--- src/rtl/fetch_prefetch_unit.sv ---
// Instruction fetch/prefetch stage: issues sequential word fetches, buffers
// returned words with their PC in an in-order FIFO, and flushes on redirect.
module fetch_prefetch_unit #(
  parameter int unsigned DEPTH    = 4,
  parameter logic [31:0] RESET_PC = 32'h0000_0000
) (
  input  logic        clk,
  input  logic        reset,
  output logic        mem_req_valid,
  input  logic        mem_req_ready,
  output logic [31:0] mem_req_addr,
  input  logic        mem_rsp_valid,
  input  logic [31:0] mem_rsp_data,
  output logic        instr_valid,
  input  logic        instr_ready,
  output logic [31:0] instr,
  output logic [31:0] instr_pc,
  input  logic        redirect,
  input  logic [31:0] redirect_pc
);
  localparam int unsigned AW = $clog2(DEPTH);
  localparam int unsigned CW = AW + 1;

  typedef struct packed {
    logic [31:0] data;
    logic [31:0] pc;
  } entry_t;

  typedef enum logic {FETCH, DRAIN} state_t;

  state_t        state, state_nxt;
  logic [31:0]   fetch_pc, fetch_pc_nxt;
  logic [31:0]   rsp_pc, rsp_pc_nxt;
  logic [CW-1:0] outstanding, outstanding_nxt;
  logic [CW-1:0] drop_cnt, drop_cnt_nxt;
  logic [CW-1:0] count;
  logic [AW-1:0] wr_ptr, rd_ptr;
  entry_t        fifo [DEPTH];
  logic [CW:0]   occupancy;
  logic [31:0]   redirect_base;
  logic          credit, req_hs, push, pop;

  assign redirect_base = redirect_pc & ~32'd3;
  assign occupancy     = {1'b0, count} + {1'b0, outstanding};
  assign credit        = occupancy < (CW+1)'(DEPTH);

  // Request is gated during reset and on a redirect cycle so the memory never
  // accepts a fetch that this block would not count.
  assign mem_req_valid = reset && !redirect && (state == FETCH) && credit;
  assign mem_req_addr  = fetch_pc;
  assign req_hs        = mem_req_valid && mem_req_ready;

  assign push        = mem_rsp_valid && !redirect && (state == FETCH);
  assign instr_valid = (count != '0);
  assign pop         = instr_valid && instr_ready && !redirect;
  assign instr       = fifo[rd_ptr].data;
  assign instr_pc    = fifo[rd_ptr].pc;

  always_comb begin
    state_nxt       = state;
    fetch_pc_nxt    = fetch_pc;
    rsp_pc_nxt      = rsp_pc;
    outstanding_nxt = outstanding;
    drop_cnt_nxt    = drop_cnt;
    if (redirect) begin
      // A response arriving with the redirect is already stale and is dropped.
      fetch_pc_nxt    = redirect_base;
      rsp_pc_nxt      = redirect_base;
      outstanding_nxt = outstanding - CW'(mem_rsp_valid);
      drop_cnt_nxt    = outstanding_nxt;
      state_nxt       = (outstanding_nxt == '0) ? FETCH : DRAIN;
    end else begin
      if (req_hs) fetch_pc_nxt = fetch_pc + 32'd4;
      if (push)   rsp_pc_nxt   = rsp_pc + 32'd4;
      outstanding_nxt = outstanding + CW'(req_hs) - CW'(mem_rsp_valid);
      if (state == DRAIN && mem_rsp_valid) begin
        drop_cnt_nxt = drop_cnt - CW'(1);
        if (drop_cnt == CW'(1)) state_nxt = FETCH;
      end
    end
  end

  always_ff @(posedge clk or negedge reset) begin
    if (!reset) begin
      state       <= FETCH;
      fetch_pc    <= RESET_PC;
      rsp_pc      <= RESET_PC;
      outstanding <= '0;
      drop_cnt    <= '0;
    end else begin
      state       <= state_nxt;
      fetch_pc    <= fetch_pc_nxt;
      rsp_pc      <= rsp_pc_nxt;
      outstanding <= outstanding_nxt;
      drop_cnt    <= drop_cnt_nxt;
    end
  end

  // Credit keeps count+outstanding <= DEPTH, so a push always has room even
  // when it coincides with a pop.
  always_ff @(posedge clk or negedge reset) begin
    if (!reset) begin
      wr_ptr <= '0;
      rd_ptr <= '0;
      count  <= '0;
      for (int i = 0; i < DEPTH; i++) fifo[i] <= '0;
    end else if (redirect) begin
      wr_ptr <= '0;
      rd_ptr <= '0;
      count  <= '0;
    end else begin
      if (push) begin
        fifo[wr_ptr] <= '{data: mem_rsp_data, pc: rsp_pc};
        wr_ptr       <= wr_ptr + AW'(1);
      end
      if (pop) rd_ptr <= rd_ptr + AW'(1);
      count <= count + CW'(push) - CW'(pop);
    end
  end

endmodule
--- config.mk ---
export PLATFORM = sky130hd
export DESIGN_NAME = fetch_prefetch_unit
export DESIGN_NICKNAME = d
export VERILOG_FILES = /design/src/rtl/fetch_prefetch_unit.sv
export SDC_FILE = /design/constraint.sdc
export NUM_CORES = 1
export LEC_CHECK = 0
export CAP_MARGIN = 20
export CELL_PAD_IN_SITES_DETAIL_PLACEMENT = 1
export CELL_PAD_IN_SITES_GLOBAL_PLACEMENT = 1
export CORE_MARGIN = 2
export CORE_UTILIZATION = 50
export DETAILED_ROUTE_END_ITERATION = 6
export PLACE_DENSITY_LB_ADDON = 0.1
export SLEW_MARGIN = 20
export SYNTH_ARGS = -nofsm -noshare
export SYNTH_HDL_FRONTEND = slang
export SYNTH_SLANG_ARGS = --single-unit
--- constraint.sdc ---
create_clock -name clk -period 8.37 [get_ports clk]
set_clock_uncertainty 0.1 [all_clocks]
set_input_delay 2.0925 -clock clk [delete_from_list [all_inputs] [get_ports clk]]
set_output_delay 2.0925 -clock clk [all_outputs]
set_load 0.05 [all_outputs]
==> results_dict.tcl <==
set metrics [dict create \
    end_kind "primary output" \
    status "finished, final reports clean" \
    boundaryPins 168 \
    avgSynthCellArea_um2 13.9 \
    rows 63 \
    worst_slack_ns 2.28 \
    diodes 0 \
    r2r_cells 11 \
    io_buffers 161 \
    synth_edf_count 0 \
    cts_htree_levels 2 \
    grt_first_pass_wirelength_um 58900 \
    overflow 0 \
    clkTransAtPathRegs_ns 0.06 \
    peakVddDrop_mv 0.141 \
    path_class "in2out" \
    root_buffer "clkbuf_16" \
    finalSetupViolCount 0 \
    vias 9511 \
    fin_crit_ns 6.09 \
    drive_gt1_frac 0.322 \
    crit_path_max_fanout 57 \
    p_per_area_nw_per_um2 334 \
    ctsResizeCount 0 \
    final-max-slew-violation-count 0 \
    leakagePower_nw 7.91 \
    vias_per_cell 5.80 \
    die_height_um 177 \
    dieArea_um2 31400 \
    tightestPinTransition_ns 1.09 \
    core_area_um2 29600 \
    postCtsSetupBuffers 0 \
    synth.distinct_cells 52 \
    gp_congestion 0.819 \
    ys.warnings.count 0 \
    fmax_ghz 0.164 \
    cts_buffers 36 \
    drc 0 \
    critPathCapture "mem_req_valid" \
    dp.cells 1575 \
    pwr-share-clk 0.256 \
    period_share 0.728 \
    wl_per_cell_um 21.9 \
    setup_tns_ns 0 \
    post_dp_cell_area_um2 16800 \
    critPathArrivalTime_ns 3.90 \
    synthCells 1080 \
    min_path_type "reg2reg" \
    dp_worst_setup_slack_ns 2.27 \
    drt_first_pass_iters 4 \
    synth_top_cell_area_share 0.537 \
    synthToLayoutAreaGrowth_pct 20.0 \
    grt_pass1_vias 10500 \
    reg2reg_to "outstanding[2]$_DFF_PN0_" \
    yosys.area.top_type "dfrtp_1" \
    worstSkewPairLatency_ns 0.51 \
    crit_start "reset" \
    ctsHoldBuffers 0 \
    ant_nets 0 \
    post-dp-hpwl_um 23000 \
    chipWidth_um 177 \
    ys.flop_type "dfrtp_1" \
    grt_max_degree 78 \
    internal_power_mw 3.80 \
    startpoint_type "input port" \
    track_usage 0.238 \
    max_cap_viol_count 0 \
    grt_setup_unrepaired "no" \
    fin_cells 1640 \
    final_area_um2 18000 \
    hold_viol 0 \
    start_util 0.507 \
    cts_num_sinks 322 \
    ys_ff_latch 322 \
    antenna_found_initial 1 \
    routed_wl_um 36000 \
    combPwrFrac 0.382 \
    dr.first_iter.drc_count 537 \
    hold_ws_ns 0.401 \
    async_flop_share 1.00 \
    synthesis.area_um2 15000 \
    crit_required_ns 6.18 \
    seq_power_share 0.362 \
    swShare 0.369 \
    final_net_count 1311 \
    rrSetupSlack_ns 4.71 \
    p_sw_mw 2.22 \
    cts_tree "done" \
    clock_path_buffers 3 \
    r2r-start "outstanding[2]$_DFF_PN0_" \
    relSlewSlack 0.276 \
    ys_seq_area_frac 0.537 \
    netlist_top_cells_area "dfrtp_1 (54%), mux2_2 (19%), mux4_2 (9.3%)" \
]
## Yosys cell counts (4+ instances only)
library cell and instances:
clkbuf_1 22, and2_1 4, ha_1 16, xnor2_1 12, buf_4 19, a31oi_1 9, inv_1 19, mux2_2 248
o21ai_0 47, o311ai_0 10, a21oi_1 10, nor2_1 33, o211ai_1 11, nand3_1 39, and3_1 15, xor2_1 28
mux4_2 62, nand4_1 18, dfrtp_1 322, nand2_1 51, nand2b_1 4, buf_2 31
## worst min-delay path by stage
stage,from,to,cells past startpoint
6_report,fifo[110]$_DFFE_PN0P_,fifo[110]$_DFFE_PN0P_,1
3_5_place_dp,fifo[83]$_DFFE_PN0P_,fifo[83]$_DFFE_PN0P_,1
2_1_floorplan,fifo[127]$_DFFE_PN0P_,fifo[127]$_DFFE_PN0P_,1
5_1_grt,fifo[83]$_DFFE_PN0P_,fifo[83]$_DFFE_PN0P_,1
4_1_cts,fifo[83]$_DFFE_PN0P_,fifo[83]$_DFFE_PN0P_,1
3_3_place_gp,fifo[80]$_DFFE_PN0P_,fifo[80]$_DFFE_PN0P_,1
## placed cells by master (no fill, tap or decap), drive strengths merged, types with 15 or more instances in the layout
cell type,Yosys,layout
nor2,33,33
nand4,20,20
nand3,41,41
clkdlybuf4s50,0,159
mux4,62,62
inv,20,23
dfrtp,322,322
nand2,51,51
buf,51,16
clkbuf,22,55
ha,16,16
xor2,28,28
and3,15,15
mux2,249,249
o21ai,48,48
## registers in the layout (all words and copies together) (netlist names)
register      count
count             3
drop_cnt          3
fifo            248
mem_req_addr     30
outstanding       3
rd_ptr            2
rsp_pc           30
state             1
wr_ptr            2
## area by class of cell
class | instances | area (um^2)
fill | 2830 | 11600
sequential | 322 | 8060
multi-input combinational | 668 | 6490
timing repair buffer | 175 | 1720
clock buffer | 55 | 1090
tap | 390 | 488
inverter | 20 | 75.1
clock inverter | 10 | 63.8
## metal layers
layer,part of all wire,wire (um),GRT usage
met4,0.011,405,0.0424
met3,0.053,1920,0.0410
met2,0.47,17100,0.386
met5,0.00036,13,0
met1,0.46,16600,0.343
## power groups by stage
stage / registers (mW) / logic [mW] / clock network (mW)
2_1_floorplan: 2.11 / 1.66 / 0
3_3_place_gp: 2.18 / 2.28 / 0
3_5_place_dp: 2.20 / 2.32 / 0
4_1_cts: 2.18 / 2.33 / 1.57
5_1_grt: 2.24 / 2.43 / 1.64
6_report: 2.18 / 2.30 / 1.54
## cell families after synthesis
group                    count (synthesis)  share of synthesized area
flip-flops                             322                      0.537
multiplexers                           313                      0.282
AND/OR/NAND/NOR                        194                     0.0700
AO/OA/AOI/OAI                           99                     0.0406
buffers and inverters                   93                     0.0306
XOR/XNOR                                40                     0.0234
adder cells (fa/ha/maj)                 18                     0.0160
other                                    1                   0.000250
## through the flow
stage	total power [mW]	util
after CTS	6.08	0.609
final	6.01	0.609
after global routing	6.31	0.609
after detailed placement	4.52	0.570
after global placement	4.46	0.570
after floorplan	3.77	-
## critical path, stage by stage
cell and delay (ns):
buf_8 0.35, nor4b_2 0.30, and3_1 0.29, clkdlybuf4s50_1 0.84
Note: power is estimated with default switching activity, not from simulation.
